[src/rtl/prefetch_fetch_unit_if.sv]
// Bundle of the fetch unit's memory, redirect and instruction-queue signals.
// Valid/ready: a transfer happens in a cycle where valid && ready; the response channel has valid only.
interface prefetch_fetch_unit_if #(
   parameter int XLEN  = 32,
   parameter int DEPTH = 4
);
   localparam int CW = $clog2(DEPTH) + 1;

   logic            imem_req_valid;
   logic            imem_req_ready;
   logic [XLEN-1:0] imem_req_addr;
   logic            imem_resp_valid;
   logic [31:0]     imem_resp_data;
   logic            redirect_valid;
   logic [XLEN-1:0] redirect_pc;
   logic            instr_valid;
   logic            instr_ready;
   logic [31:0]     instr;
   logic [XLEN-1:0] instr_pc;
   logic [XLEN-1:0] instr_pcplus4;
   logic [CW-1:0]   fifo_count;

   modport master (
      input  imem_req_ready, imem_resp_valid, imem_resp_data,
      input  redirect_valid, redirect_pc, instr_ready,
      output imem_req_valid, imem_req_addr,
      output instr_valid, instr, instr_pc, instr_pcplus4, fifo_count
   );

   modport slave (
      output imem_req_ready, imem_resp_valid, imem_resp_data,
      output redirect_valid, redirect_pc, instr_ready,
      input  imem_req_valid, imem_req_addr,
      input  instr_valid, instr, instr_pc, instr_pcplus4, fifo_count
   );
endinterface

[src/rtl/prefetch_fetch_unit.sv]
// Instruction prefetch front end: pipelined in-order fetch requests, a DEPTH-entry
// instruction FIFO, and redirect handling that drops responses to stale requests.
module prefetch_fetch_unit #(
   parameter int              XLEN     = 32,
   parameter int              DEPTH    = 4,
   parameter logic [XLEN-1:0] RESET_PC = '0
) (
   input logic                   clk,
   input logic                   reset,
   prefetch_fetch_unit_if.master bus
);
   localparam int AW = $clog2(DEPTH);
   localparam int CW = AW + 1;

   logic [XLEN-1:0] fetch_pc;
   logic [XLEN-1:0] resp_pc;
   logic [XLEN-1:0] redirect_base;
   logic [CW-1:0]   count;
   logic [CW-1:0]   live;
   logic [CW-1:0]   discard;
   logic [CW-1:0]   pending;
   logic [CW+1:0]   credit_used;
   logic [AW-1:0]   wr_ptr;
   logic [AW-1:0]   rd_ptr;
   logic [31:0]     data_mem [DEPTH];
   logic [XLEN-1:0] pc_mem   [DEPTH];
   logic            head_valid;
   logic            req_fire;
   logic            resp_drop;
   logic            resp_keep;
   logic            pop;

   // Every outstanding request reserves a FIFO slot, so pushes can never overflow.
   always_comb begin
      credit_used   = {2'b00, count} + {2'b00, live} + {2'b00, discard};
      redirect_base = bus.redirect_pc & ~XLEN'(3);
      pending       = live + discard;
   end

   assign head_valid         = count != '0;
   assign bus.imem_req_valid = reset && !bus.redirect_valid && (credit_used < (CW+2)'(DEPTH));
   assign bus.imem_req_addr  = fetch_pc;
   assign req_fire           = bus.imem_req_valid && bus.imem_req_ready;
   assign resp_drop          = bus.imem_resp_valid && (discard != '0);
   assign resp_keep          = bus.imem_resp_valid && (discard == '0) && (live != '0);
   assign pop                = head_valid && bus.instr_ready;

   assign bus.instr_valid   = head_valid;
   assign bus.instr         = head_valid ? data_mem[rd_ptr] : '0;
   assign bus.instr_pc      = head_valid ? pc_mem[rd_ptr] : '0;
   assign bus.instr_pcplus4 = head_valid ? pc_mem[rd_ptr] + XLEN'(4) : '0;
   assign bus.fifo_count    = count;

   always_ff @(posedge clk) begin
      if (reset && !bus.redirect_valid && resp_keep) begin
         data_mem[wr_ptr] <= bus.imem_resp_data;
         pc_mem[wr_ptr]   <= resp_pc;
      end
   end

   always_ff @(posedge clk) begin
      if (!reset) begin
         fetch_pc <= RESET_PC;
         resp_pc  <= RESET_PC;
         count    <= '0;
         live     <= '0;
         discard  <= '0;
         wr_ptr   <= '0;
         rd_ptr   <= '0;
      end else if (bus.redirect_valid) begin
         // Everything still in flight now belongs to the abandoned path.
         fetch_pc <= redirect_base;
         resp_pc  <= redirect_base;
         count    <= '0;
         wr_ptr   <= '0;
         rd_ptr   <= '0;
         live     <= '0;
         discard  <= (pending == '0) ? '0 : pending - CW'(bus.imem_resp_valid);
      end else begin
         if (req_fire) begin
            fetch_pc <= fetch_pc + XLEN'(4);
         end
         if (resp_keep) begin
            wr_ptr  <= wr_ptr + AW'(1);
            resp_pc <= resp_pc + XLEN'(4);
         end
         if (pop) begin
            rd_ptr <= rd_ptr + AW'(1);
         end
         if (resp_drop) begin
            discard <= discard - CW'(1);
         end
         count <= count + CW'(resp_keep) - CW'(pop);
         live  <= live + CW'(req_fire) - CW'(resp_keep);
      end
   end
endmodule

[src/flat_wrapper.sv]
// flat-port wrapper written by rule: the top's interface ports become plain ports
module prefetch_fetch_unit_flat 
#(
   parameter int              XLEN     = 32,
   parameter int              DEPTH    = 4,
   parameter logic [XLEN-1:0] RESET_PC = '0
)
  (clk, reset, bus_imem_req_ready, bus_imem_resp_valid, bus_imem_resp_data, bus_redirect_valid, bus_redirect_pc, bus_instr_ready, bus_imem_req_valid, bus_imem_req_addr, bus_instr_valid, bus_instr, bus_instr_pc, bus_instr_pcplus4, bus_fifo_count);
  prefetch_fetch_unit_if #(.XLEN(XLEN), .DEPTH(DEPTH)) bus_i ();
  input logic clk;
  input logic reset;
  input wire logic [$bits(bus_i.imem_req_ready)-1:0] bus_imem_req_ready;
  input wire logic [$bits(bus_i.imem_resp_valid)-1:0] bus_imem_resp_valid;
  input wire logic [$bits(bus_i.imem_resp_data)-1:0] bus_imem_resp_data;
  input wire logic [$bits(bus_i.redirect_valid)-1:0] bus_redirect_valid;
  input wire logic [$bits(bus_i.redirect_pc)-1:0] bus_redirect_pc;
  input wire logic [$bits(bus_i.instr_ready)-1:0] bus_instr_ready;
  output wire logic [$bits(bus_i.imem_req_valid)-1:0] bus_imem_req_valid;
  output wire logic [$bits(bus_i.imem_req_addr)-1:0] bus_imem_req_addr;
  output wire logic [$bits(bus_i.instr_valid)-1:0] bus_instr_valid;
  output wire logic [$bits(bus_i.instr)-1:0] bus_instr;
  output wire logic [$bits(bus_i.instr_pc)-1:0] bus_instr_pc;
  output wire logic [$bits(bus_i.instr_pcplus4)-1:0] bus_instr_pcplus4;
  output wire logic [$bits(bus_i.fifo_count)-1:0] bus_fifo_count;
  assign bus_i.imem_req_ready = bus_imem_req_ready;
  assign bus_i.imem_resp_valid = bus_imem_resp_valid;
  assign bus_i.imem_resp_data = bus_imem_resp_data;
  assign bus_i.redirect_valid = bus_redirect_valid;
  assign bus_i.redirect_pc = bus_redirect_pc;
  assign bus_i.instr_ready = bus_instr_ready;
  assign bus_imem_req_valid = bus_i.imem_req_valid;
  assign bus_imem_req_addr = bus_i.imem_req_addr;
  assign bus_instr_valid = bus_i.instr_valid;
  assign bus_instr = bus_i.instr;
  assign bus_instr_pc = bus_i.instr_pc;
  assign bus_instr_pcplus4 = bus_i.instr_pcplus4;
  assign bus_fifo_count = bus_i.fifo_count;
  prefetch_fetch_unit #(.XLEN(XLEN), .DEPTH(DEPTH), .RESET_PC(RESET_PC)) u_core (.clk(clk), .reset(reset), .bus(bus_i));
endmodule
[config.mk]
export PLATFORM = sky130hd
export DESIGN_NAME = prefetch_fetch_unit_flat
export DESIGN_NICKNAME = d
export VERILOG_FILES = /design/src/rtl/prefetch_fetch_unit_if.sv /design/src/rtl/prefetch_fetch_unit.sv /design/src/flat_wrapper.sv
export SDC_FILE = /design/constraint.sdc
export NUM_CORES = 1
export LEC_CHECK = 0
export ABC_CLOCK_PERIOD_IN_PS = 3800
export CORE_ASPECT_RATIO = 1.25
export CORE_MARGIN = 5
export CORE_UTILIZATION = 41
export DETAILED_ROUTE_END_ITERATION = 10
export GPL_TIMING_DRIVEN = 0
export PLACE_DENSITY_LB_ADDON = 0.05
export REMOVE_ABC_BUFFERS = 1
export SLEW_MARGIN = 20
export SYNTH_ARGS = -nofsm -noshare
export SYNTH_HDL_FRONTEND = slang
export SYNTH_SLANG_ARGS = --single-unit
[constraint.sdc]
create_clock -name clk -period 3.8 [get_ports clk]
set_input_delay 0.38 -clock clk [delete_from_list [all_inputs] [get_ports clk]]
set_output_delay 0.38 -clock clk [all_outputs]
set_load 0.05 [all_outputs]
==> out/qor.txt <==
run status: complete, no violations
routed wl met2: 18700 um
Setup TNS: 0 ps
remaining antenna violation count: 0
Design Area, Final: 18500 um2
Worst-Margin Slew: 868 ps
complex-gate fraction of the synthesized area: 6.47%
gpl congestion: 0.822
total power: 7.98 mW
largest net degree at the start of global routing: 71
hold_sp: reset
CTS H-Tree Depth: 2
post-synthesis xor/xnor area fraction: 3.53%
Slew Viols, Final: 0
Setup WS pre-CTS: -631 ps
# diodes: 0
placed inst area: 17100 um2
largest family of logic cells by synthesized area: simple AND/OR/NAND/NOR gates
first-pass GRT wire length: 57200 um
core area: 35400 um2
post-synthesis mux area share: 10.5%
Tmin final: 3750 ps
Filler cells: 3104
die width: 179 um
P&R area growth vs syn: 26.2%
boundary pin count: 203
final net count: 1368
die area: 39600 um2
number of buffers inserted by hold repair at cts: 0
leakage power: 6.11 nW
Final setup viols: 0
Synth Area in Adders: 2.34%
required time worst endpoint: 3420 ps
post-synthesis sequential area ratio: 61.1%
crit-path max cell delay: 640 ps
Yosys cell types: 66
DR vias: 9486
clock sinks: 323
post-synthesis register bit count: 323
clk_lat worst skew: 510 ps
Worst-path clk slew: 60 ps
vias per inst: 5.35
WS Path Type: reg2out
DR WL met3: 1900 um
initial antenna violation count: 0
Critical Path Slowest Stage Cell: or4_4
Fmax: 0.266 GHz
Die Y: 221 um
max cap viols: 0
final hold viol count: 0
Hold Crit Class: in2reg
Critical Path Start Type: flip-flop
highest routed metal layer: met4
wire per inst: 21.1 um
CTS Buffer Depth: 3
DRT iter0 DRCs: 502
maximum VDD drop: 0.244 mV
CP endpoint kind: primary output
total CTS buffers: 35
wl on met1: 15900 um
final setup margin: 46.0 ps
Initial Util: 41.4%
Synth area leaders: edfxtp_1 51%, dfxtp_1 10%, mux4_2 7.5%
clk_skew: 7.14 ps
Root Buffer: clkbuf_16
Yosys top cell by area: edfxtp_1
Main synth FF type: edfxtp_1
critical-path cell list: buf_12 -> mux4_2 -> nand4_4 -> or4_4 -> or4_1 -> a21oi_1 -> buf_4
number of synthesized flops with an enable pin: 248
crit path DAT: 3370 ps
Worst slew margin: 41.9%
Synth top area share: 50.9%
Cells after Synth: 1060
DRC: 0
Tcrit/Tclk final: 98.8%
vias in the first global route: 9865
# rows: 77
share of layout cells above drive strength 1: 15.3%
Util after Layout: 52.3%
Syn. warnings: 0
Detailed Place HPWL: 24600 um
synthesized cell area: 14600 um2
most frequent cells in the layout: 248 x edfxtp_1, 167 x clkdlybuf4s50_1, 73 x dfxtp_1
Avg Inst Size Synth: 13.8 um2
Synth async-reset ratio: 0%
gr usage total: 18.4%
PD cells: 432 nW/um2
CTS tree: built
Synth Area in Simple Gates: 13.1%
final WL: 37300 um
total gr overflow: 0
IO Port Bufs: 194
drt first pass iters: 5
critical path fanouts, max: 10
RR Startpoint: u_core.bus.fifo_count[0]$_SDFF_PP0_
commonest non-fill, non-tap cell in the layout: edfxtp_1
[Yosys cell counts (8+ instances only)]
cell      count
or3_1         8
and2_1       69
a31oi_1      11
inv_1        31
xor2_1       19
dfxtp_1      75
or4_1        10
clkbuf_1     33
xnor2_1      40
mux4_2       49
mux4_1       13
a211oi_1     11
edfxtp_1    248
nand2_1      51
a21oi_1      45
and3_1       17
nor3_1       18
o21ai_0      41
nand3_1      31
nand4_1      25
ha_1         21
nor4_1       19
nor2_1       56
[logic make-up (layout without fill, tap and decap cells)]
| kind of cell | Yosys count | after routing |
|---|---|---|
| and+or+nand+nor | 341 | 342 |
| xor gates and xnor gates | 59 | 59 |
| other | 1 | 6 |
| AOI/OAI and AO/OA | 153 | 153 |
| muxes | 70 | 70 |
| buffers and inverters | 88 | 320 |
| adders and majority gates | 25 | 25 |
| DFF | 323 | 323 |
[per-layer routing]
| metal | global-route usage, % | vias up |
|---|---|---|
| li1 | - | 4500 |
| met1 | 23.7 | 4683 |
| met2 | 31.7 | 250 |
| met3 | 3.48 | 53 |
| met4 | 4.86 | 0 |
| met5 | 0 | - |
[power by group]
| part | internal, mW | switching (mW) | leakage, nW | total (mW) |
|---|---|---|---|---|
| logic | 0.235 | 0.367 | 2.68 | 0.602 |
| registers | 3.85 | 0.0884 | 2.87 | 3.94 |
| clock network | 2.08 | 1.35 | 0.565 | 3.43 |
| total | 6.17 | 1.81 | 6.11 | 7.98 |
[critical path: cells and delay by family (launching register included)]
family                 cells  cell delay, ps
and+or+nand+nor            3            1400
muxes                      1             420
buffers and inverters      2             400
DFF                        1             380
AOI/OAI and AO/OA          1             240
[worst paths after layout]
| check | endpoint | slack [ps] | depth (start not counted) |
|---|---|---|---|
| max | bus_instr_pcplus4[28] | 50 | 7 |
| max reg2reg | u_core.bus.imem_req_addr[27]$_SDFFE_PN0P_ | 240 | 10 |
| min reg2reg | u_core.bus.imem_req_addr[31]$_SDFFE_PN0P_ | 520 | 2 |
| min | u_core.bus.imem_req_addr[21]$_SDFFE_PN0P_ | 430 | 2 |
[per-stage QoR]
stage / std cells / hold slack (ps)
2_1_floorplan: 1010 / 460
3_3_place_gp: 1678 / 498
3_5_place_dp: 1690 / 509
4_1_cts: 1758 / 400
5_1_grt: 1772 / 422
6_report: 1772 / 427
[flip-flops by register name, indices dropped and copies added, names as in the netlist, named ones only]
name	count
u_core.bus.fifo_count	3
u_core.bus.imem_req_addr	30
u_core.data_mem	128
u_core.discard	3
u_core.live	3
u_core.pc_mem	120
u_core.rd_ptr	2
u_core.resp_pc	30
u_core.wr_ptr	2
[layout make-up]
type                       instances  area (um2)  area share, %
clock buffer                      44         972           5.26
clock inverter                    18         191           1.04
inverter                          33         129          0.698
multi-input combinational        655        5360           29.0
sequential                       323        8960           48.5
tap                              474         593           3.21
timing repair buffer             225        2270           12.3
[what timing repair did]
action | in CTS | in global routing
setup endpoints to repair | 48 | 21
cloned | 0 | 1
pin swaps | 2 | 4
resized for setup | 64 | 19
buffers inserted | 6 | 13
No activity file was read; power rests on OpenSTA's default activity.
